### src/rtl/audio_tone_gen.sv
`default_nettype none
// ============================================================================
//  Module      : audio_tone_gen
//  Description : Square-wave tone generator with a selectable half-period and
//                PWM volume control. Pitch and volume changes are applied only
//                at phase and PWM-frame boundaries, so the output never glitches.
//  Revision    : 1.0 - initial release
// ============================================================================
module audio_tone_gen #(
    parameter int BASE_HALF = 1000,
    parameter int STEP_HALF = 50,
    parameter int CNT_W     = 16
) (
    input  logic       clk,
    input  logic       rst,
    input  logic       audioEn,
    input  logic [3:0] audioSel,
    input  logic [4:0] audioVol,
    output logic       audio_out,
    output logic       tone_phase,
    output logic       active,
    output logic       edge_pulse
);

    typedef enum logic [0:0] {
        S_IDLE = 1'b0,
        S_RUN  = 1'b1
    } state_t;

    localparam longint         c_cnt_max = (longint'(1) << CNT_W) - longint'(1);
    localparam logic [CNT_W-1:0] c_one   = CNT_W'(1);
    localparam logic [4:0]     c_pwm_top = 5'd31;

    state_t           r_state;
    state_t           w_state_next;
    logic [3:0]       r_sel_cur;
    logic [4:0]       r_vol_cur;
    logic [CNT_W-1:0] r_half_cnt;
    logic [4:0]       r_pwm_cnt;
    logic             r_tone_phase;
    logic             r_audio_out;
    logic             r_edge_pulse;
    logic             r_active;

    longint           w_diff;
    logic [CNT_W-1:0] w_hp;
    logic [CNT_W-1:0] w_hp_m1;
    logic             w_half_end;

    // Half-period for the selection in force; a zero or out-of-range result
    // (bad parameter choice) is clamped to one cycle.
    always_comb begin
        w_diff = longint'(BASE_HALF) - (longint'(r_sel_cur) * longint'(STEP_HALF));
        w_hp   = c_one;
        if ((w_diff > longint'(0)) && (w_diff <= c_cnt_max)) begin
            w_hp = w_diff[CNT_W-1:0];
        end
    end

    assign w_hp_m1    = w_hp - c_one;
    assign w_half_end = (r_half_cnt == w_hp_m1);

    // State register.
    always_ff @(posedge clk or negedge rst) begin
        if (!rst) begin
            r_state <= S_IDLE;
        end else begin
            r_state <= w_state_next;
        end
    end

    // Next-state logic: the enable alone decides between IDLE and RUN.
    always_comb begin
        w_state_next = r_state;
        case (r_state)
            S_IDLE:  if (audioEn)  w_state_next = S_RUN;
            S_RUN:   if (!audioEn) w_state_next = S_IDLE;
            default: w_state_next = S_IDLE;
        endcase
    end

    // Tone datapath: half-period counter, phase, PWM counter and output.
    always_ff @(posedge clk or negedge rst) begin
        if (!rst) begin
            r_sel_cur    <= 4'd0;
            r_vol_cur    <= 5'd0;
            r_half_cnt   <= '0;
            r_pwm_cnt    <= 5'd0;
            r_tone_phase <= 1'b0;
            r_audio_out  <= 1'b0;
            r_edge_pulse <= 1'b0;
            r_active     <= 1'b0;
        end else begin
            r_active <= (w_state_next == S_RUN);
            case (r_state)
                S_IDLE: begin
                    r_audio_out  <= 1'b0;
                    r_edge_pulse <= 1'b0;
                    if (audioEn) begin
                        r_sel_cur    <= audioSel;
                        r_vol_cur    <= audioVol;
                        r_half_cnt   <= '0;
                        r_pwm_cnt    <= 5'd0;
                        r_tone_phase <= 1'b1;
                    end
                end
                S_RUN: begin
                    if (!audioEn) begin
                        // Leaving RUN wipes the tone so a restart begins clean.
                        r_half_cnt   <= '0;
                        r_pwm_cnt    <= 5'd0;
                        r_tone_phase <= 1'b0;
                        r_audio_out  <= 1'b0;
                        r_edge_pulse <= 1'b0;
                    end else begin
                        r_audio_out <= r_tone_phase & (r_pwm_cnt < r_vol_cur);
                        r_pwm_cnt   <= r_pwm_cnt + 5'd1;
                        if (r_pwm_cnt == c_pwm_top) begin
                            r_vol_cur <= audioVol;
                        end
                        if (w_half_end) begin
                            r_half_cnt   <= '0;
                            r_tone_phase <= ~r_tone_phase;
                            r_sel_cur    <= audioSel;
                            r_edge_pulse <= 1'b1;
                        end else begin
                            r_half_cnt   <= r_half_cnt + c_one;
                            r_edge_pulse <= 1'b0;
                        end
                    end
                end
                default: begin
                    r_audio_out  <= 1'b0;
                    r_edge_pulse <= 1'b0;
                end
            endcase
        end
    end

    assign audio_out  = r_audio_out;
    assign tone_phase = r_tone_phase;
    assign active     = r_active;
    assign edge_pulse = r_edge_pulse;

endmodule
`default_nettype wire

### config.mk
export PLATFORM = sky130hd
export DESIGN_NAME = audio_tone_gen
export DESIGN_NICKNAME = d
export VERILOG_FILES = /design/src/rtl/audio_tone_gen.sv
export SDC_FILE = /design/constraint.sdc
export NUM_CORES = 1
export LEC_CHECK = 0
export CAP_MARGIN = 20
export CELL_PAD_IN_SITES_DETAIL_PLACEMENT = 0
export CELL_PAD_IN_SITES_GLOBAL_PLACEMENT = 1
export CORE_ASPECT_RATIO = 1.1
export CORE_MARGIN = 4
export CORE_UTILIZATION = 40
export DETAILED_ROUTE_END_ITERATION = 6
export PLACE_DENSITY = 0.72
export SLEW_MARGIN = 0
export SYNTH_ARGS = -nofsm -noshare
export SYNTH_HDL_FRONTEND = slang
export SYNTH_SLANG_ARGS = --single-unit
### constraint.sdc
create_clock -name clk -period 11.4 [get_ports clk]
set_input_delay 3.42 -clock clk [delete_from_list [all_inputs] [get_ports clk]]
set_output_delay 3.42 -clock clk [all_outputs]
set_load 0.01 [all_outputs]
==> results of run 1 <==
==> cell usage in the layout, fill, tap and decap left out, drive strengths merged, types with 3 or more instances in the layout <==
cell and n:
inv 15, dfrtp 34, and2 7, nor2b 4, nand2b 6, ha 18
nor3 7, clkdlybuf4s50 14, a211oi 4, a31oi 8, or4b 4, or2 4
nor2 15, clkbuf 5, a32o 7, xnor2 12, o221a 5, nand3 16
or3 4, nand4 3, a21oi 12, o31ai 3, nand2 46, mux2 6
o2111ai 3, o21ai 17, and3 8, xor2 13, o211ai 9
==> cell usage after synthesis, drive strengths merged, types with 3 or more instances <==
| cell | n |
|---|---|
| inv | 15 |
| o31ai | 3 |
| nand4 | 3 |
| xor2 | 13 |
| a32o | 7 |
| o21ai | 17 |
| xnor2 | 12 |
| or3 | 4 |
| o2111ai | 3 |
| a31oi | 8 |
| a211oi | 4 |
| clkbuf | 10 |
| or4b | 4 |
| mux2 | 6 |
| nand3 | 16 |
| o221a | 5 |
| or2 | 4 |
| a21oi | 12 |
| ha | 18 |
| o211ai | 9 |
| nor3 | 7 |
| nand2b | 6 |
| dfrtp | 34 |
| nand2 | 46 |
| buf | 7 |
| and2 | 7 |
| and3 | 8 |
| nor2b | 4 |
| nor2 | 15 |
==> stage by stage <==
step | area [µm²] | hold slack (ps) | setup slack (ps)
floorplan | 3040 | 479 | 7040
global placement | 3200 | 490 | 5960
detailed placement | 3200 | 494 | 5880
CTS | 3340 | 513 | 6180
global route | 3340 | 532 | 5950
finish | 3340 | 509 | 6220
==> flip-flops by register name, indices dropped and copies added (netlist names) <==
| register | count |
|---|---|
| active | 1 |
| audio_out | 1 |
| edge_pulse | 1 |
| r_half_cnt | 16 |
| r_pwm_cnt | 5 |
| r_sel_cur | 4 |
| r_vol_cur | 5 |
| tone_phase | 1 |
==> cell type report <==
type	instances	area (µm²)
clock buffers	5	68.8
multi-input cells	277	2040
fillers	744	4090
well taps	87	109
inverters	15	56.3
flip-flops and latches	34	851
clock inverters	3	68.8
repair buffers	16	153
==> worst register-to-register path, cell delays in order (launching register included) <==
cell	delay, ps
dfrtp_1	540
inv_1	160
ha_1	390
ha_1	270
fa_1	480
xnor2_1	500
a211o_1	260
nor4b_2	80
or3_1	410
a221oi_1	250
a31oi_1	80
o211ai_2	570
or4b_1	510
o211ai_1	110
==> per-layer routing <==
metal / GRT usage / vias to the layer above / wire length [µm]
li1: - / 1283 / -
met1: 0.216 / 1245 / 3240
met2: 0.300 / 31 / 3670
met3: 0.0227 / 8 / 154
met4: 0.0510 / 0 / 100
met5: 0 / - / 0
==> worst paths after layout <==
path                                          startpoint                         end
worst min register to register  r_vol_cur[2]$_DFFE_PN0P_    r_vol_cur[2]$_DFFE_PN0P_
max in group asynchronous                            rst   r_half_cnt[0]$_DFFE_PN0P_
worst max-delay path                             audioEn  r_half_cnt[10]$_DFFE_PN0P_
min in group asynchronous                            rst   r_half_cnt[8]$_DFFE_PN0P_
worst min-delay path            r_vol_cur[2]$_DFFE_PN0P_    r_vol_cur[2]$_DFFE_PN0P_
worst max register to register  r_sel_cur[0]$_DFFE_PN0P_    r_sel_cur[3]$_DFFE_PN0P_
==> kinds of logic after synthesis <==
kind of cell / after synthesis / share of synthesized area
adders and majority gates: 19 / 0.0806
and+or+nand+nor: 131 / 0.227
xor gates and xnor gates: 26 / 0.0843
AOI/OAI and AO/OA: 94 / 0.251
DFF: 34 / 0.280
buffers and inverters: 32 / 0.0510
muxes: 7 / 0.0267
==> metrics.txt, run 1 <==
cts repair resizes 0; Synth area leader dfrtp_1; crit start category input port; Synth async-reset ratio 1.00; port bufs 15; clock buffer depth 2; row cnt 33; GRT Residual Overflow 0; DRC viols 0; Worst Tran Pin Value 787 ps; Final Setup Violations 0; clk sinks 34; Iter 0 DRT Violations 131; FMAX 193 MHz; clock-pin slew of the registers on the worst-case setup and hold paths 80 ps; Gate Count Post-Synth 343; Final Slew Violations 0; Initial Util 0.409; Max FO, Critical Path 21; area grow syn2layout 9.87%; Post-synth EDFFs 0; Main synth FF type dfrtp_1; HP Class reg2reg; placer congestion estimate 0.741; register area share after synthesis 0.280; max-cap violations 0; Worst path depth 4; Worst path max stage delay 940 ps; post-synthesis cell type count 74; # hold bufs at CTS 0; crit share post-route 0.454; Setup crit end kind flop; initial antenna violation count 0; CTS tree yes; final core occ 0.450; Slew HR 0.475; die area 0.00906 mm²; Pre-Repair DR Iteration Count 5; Num CTS Buffers 5; Synth Cell Area 0.00304 mm²; Synth top area share 0.280; placed cell count 429; global-route wire length before repair 12300 µm; post-route ant nets 0; synth top area cells dfrtp_1, ha_1, nand2_1; Setup Buffers After CTS 0; diode count 0; vias post-DR 2567; Worst EP arrival 5390 ps; Core Box Area 0.00743 mm²; drt total wl 7170 µm; Slowest-stage cell, CP clkdlybuf4s50_1; status complete, no violations; die width 91.1 µm; final hold vios 0; Post-Layout Cell Count 437; vias in the first global route 2495; reg2reg path depth 13; Worst R2R Setup Slack 6730 ps; H-tree depth 2; CP delay by family, top buffers and inverters; Crit path required time 11610 ps; FF+latch count, synth 34; die height 99.5 µm; Clock Skew 11.2 ps; final net count 380; largest net degree at the start of global routing 35; Final TNS setup 0 ps; Crit path buffers/inverters 1; Root Driver clkbuf_8; Final Critical Period 5180 ps; HPWL Detailed 5450 µm; hold-critical path depth 1; Avg Cell Area, Syn 8.87 µm²; CP Cell Sequence clkdlybuf4s50_1 > nand2_1 > a31o_2 > o21ai_1; share of layout cells above drive strength 1 0.129; RSZ-0062 raised after global routing false; I/O pin cnt 16; CP Class in2reg; vias per inst 5.87; worst skew pair latency 290 ps; Syn Nets 374; Syn. warnings 0; Routed WL per cell 16.4 µm; Overall Global Routing Usage 0.170
Power of run 1 is left out: the tool's default activity adds up to more than one toggle a clock period on the data nets, which glitch-free logic cannot reach.
==> inputs of run 2 (changes only) <==
--- a/config.mk
+++ b/config.mk
@@ -12,7 +12,7 @@
 export CORE_MARGIN = 4
 export CORE_UTILIZATION = 40
 export DETAILED_ROUTE_END_ITERATION = 6
-export PLACE_DENSITY = 0.72
+export PLACE_DENSITY = 0.75
 export SLEW_MARGIN = 0
 export SYNTH_ARGS = -nofsm -noshare
 export SYNTH_HDL_FRONTEND = slang
==> constraint.sdc (replaced) <==
create_clock -name clk -period 4.46 [get_ports clk]
set_input_delay 1.338 -clock clk [delete_from_list [all_inputs] [get_ports clk]]
set_output_delay 1.338 -clock clk [all_outputs]
set_load 0.01 [all_outputs]
==> run 2 against run 1 <==
Die area unchanged. Largest cell class unchanged. Critical endpoint is now r_sel_cur[1]$_DFFE_PN0P_. Final area is 3.1% higher. Flip-flop and latch count is the same. Non-clock buffer count rose by 9. Clock skew down 2.7 ps. Highest routed layer unchanged. Routed wire length rose by 3.1%. Worst hold slack improved by 6.1 ps. Critical path depth is 10 higher. Global-route usage up 0.22 points. Worst setup slack worse by 5900 ps. Final cell count up 2.1%. Utilization increased by 1.4 points.
==> metrics.txt, run 2 (synthesis gave the netlist of run 1 again) <==
Crit path required time 4670 ps (was 11610 ps); die width 91.1 µm (unchanged); crit share post-route 0.931; row cnt 33 (unchanged); final net count 389 (was 380); Clock Skew 8.51 ps (was 11.2 ps); Slew HR 0.530 (was 0.475); DRC viols 0 (unchanged); crit start category flop (was input port); vias per inst 5.99 (was 5.87); worst skew pair latency 290 ps (about the same); final hold vios 0 (unchanged); GRT Residual Overflow 0 (unchanged); CTS tree yes (unchanged); Overall Global Routing Usage 0.172 (was 0.170); post-route ant nets 0 (unchanged); commonest cells after routing, fill and taps aside nand2_1, dfrtp_1, ha_1 (unchanged); vias post-DR 2673 (was 2567); Root Driver clkbuf_8 (unchanged); HP Class reg2reg (unchanged); die height 99.5 µm (unchanged); CP Class reg2reg (was in2reg); commonest non-fill, non-tap cell in the layout nand2_1 (unchanged); FMAX 241 MHz; area grow syn2layout 13.3% (was 9.87%); placer congestion estimate 0.820 (was 0.741); clk sinks 34 (unchanged); die area 0.00906 mm² (unchanged); Initial Util 0.409 (unchanged); Final Setup Violations 0 (unchanged); diode count 0 (unchanged); RSZ-0062 raised after global routing false (unchanged); Pre-Repair DR Iteration Count 5 (unchanged); Worst Tran Pin Value 701 ps (was 787 ps); H-tree depth 2 (unchanged); Num CTS Buffers 5 (unchanged); Final Critical Period 4150 ps; vias in the first global route 2608 (was 2495); status complete, no violations (unchanged); clock buffer depth 2 (unchanged); largest registers r_half_cnt: 16 flops, r_pwm_cnt: 5 flops, r_vol_cur: 5 flops (unchanged); Iter 0 DRT Violations 134 (was 131); max-cap violations 0 (unchanged); # hold bufs at CTS 0 (unchanged); port bufs 15 (unchanged); Worst EP arrival 4370 ps (was 5390 ps); Final Slew Violations 0 (unchanged); Largest register FFs 16 (unchanged); largest net degree at the start of global routing 35 (unchanged); Setup crit end kind flop (unchanged); global-route wire length before repair 12900 µm (was 12300 µm); Core Box Area 0.00743 mm² (unchanged); Max FO, Critical Path 13 (was 21); drt total wl 7380 µm (was 7170 µm); Reg with most FFs r_half_cnt (unchanged); I/O pin cnt 16 (unchanged); HPWL Detailed 5460 µm (was 5450 µm); clock-pin slew of the registers on the worst-case setup and hold paths 80 ps (about the same); initial antenna violation count 0 (unchanged); share of layout cells above drive strength 1 0.153 (was 0.129); Final TNS setup 0 ps (unchanged); Routed WL per cell 16.6 µm (was 16.4 µm)
-- run 2: cell types whose count changed in the layout (fill, tap and decap cells not counted) --
cell,previous run,this run
clkdlybuf4s50_1,14,15
o211ai_2,2,1
o211ai_4,0,1
o31ai_2,0,2
o31ai_1,3,1
buf_12,0,1
buf_2,1,0
buf_4,1,9
-- run 2: worst max-delay path, stage by stage (launching register included) --
cell and delay (ps):
dfrtp_1 400, inv_1 90, ha_1 350, ha_1 270, fa_1 480, a31oi_2 270
xor2_1 360, nor4b_2 110, or3_1 400, and2_1 170, or3_1 390, o211ai_4 100
buf_12 160, or4b_1 430, o211ai_1 110
-- run 2: final cells by class --
| class | count | area [µm²] |
|---|---|---|
| Clock buffer | 5 | 68.8 |
| Sequential cell | 34 | 851 |
| Multi-Input combinational cell | 277 | 2050 |
| Tap cell | 87 | 109 |
| Inverter | 15 | 56.3 |
| Clock inverter | 3 | 68.8 |
| Fill cell | 750 | 3990 |
| Timing Repair Buffer | 25 | 238 |
-- run 2: routing by layer --
| layer | GRT usage | vias to the layer above | wire length (µm) |
|---|---|---|---|
| met4 | 0.0429 | 0 | 114 |
| li1 | - | 1298 | - |
| met5 | 0 | - | 0 |
| met1 | 0.229 | 1308 | 3340 |
| met3 | 0.0227 | 12 | 270 |
| met2 | 0.295 | 55 | 3660 |
-- run 2: worst paths after layout --
path | from | end | slack, ps | depth (start not counted)
worst max-delay path | r_sel_cur[1]$_DFFE_PN0P_ | r_sel_cur[1]$_DFFE_PN0P_ | 310 | 14
worst min-delay path | r_vol_cur[2]$_DFFE_PN0P_ | r_vol_cur[2]$_DFFE_PN0P_ | 510 | 1
worst max register to register | r_sel_cur[1]$_DFFE_PN0P_ | r_sel_cur[1]$_DFFE_PN0P_ | 310 | 14
worst min register to register | r_vol_cur[2]$_DFFE_PN0P_ | r_vol_cur[2]$_DFFE_PN0P_ | 510 | 1
max in group asynchronous | rst | r_half_cnt[4]$_DFFE_PN0P_ | 2680 | 2
min in group asynchronous | rst | r_half_cnt[15]$_DFFE_PN0P_ | 1460 | 2
-- run 2: per-stage QoR --
step,worst slack [ps],util,std cells,hold WS (ps),cell area (µm²)
5_1_grt,16.7,0.464,446,543,3450
6_report,306,0.464,446,515,3450
4_1_cts,138,0.456,443,516,3390
3_5_place_dp,180,0.438,435,498,3250
3_3_place_gp,216,0.438,435,490,3250
2_1_floorplan,626,-,343,479,3040
-- run 2: repair_timing --
action,4_1_cts,5_1_grt
endpoints found under the setup margin,0,17
resized for setup,0,3
setup buffers,0,3
Power of run 2 is left out for the same reason.
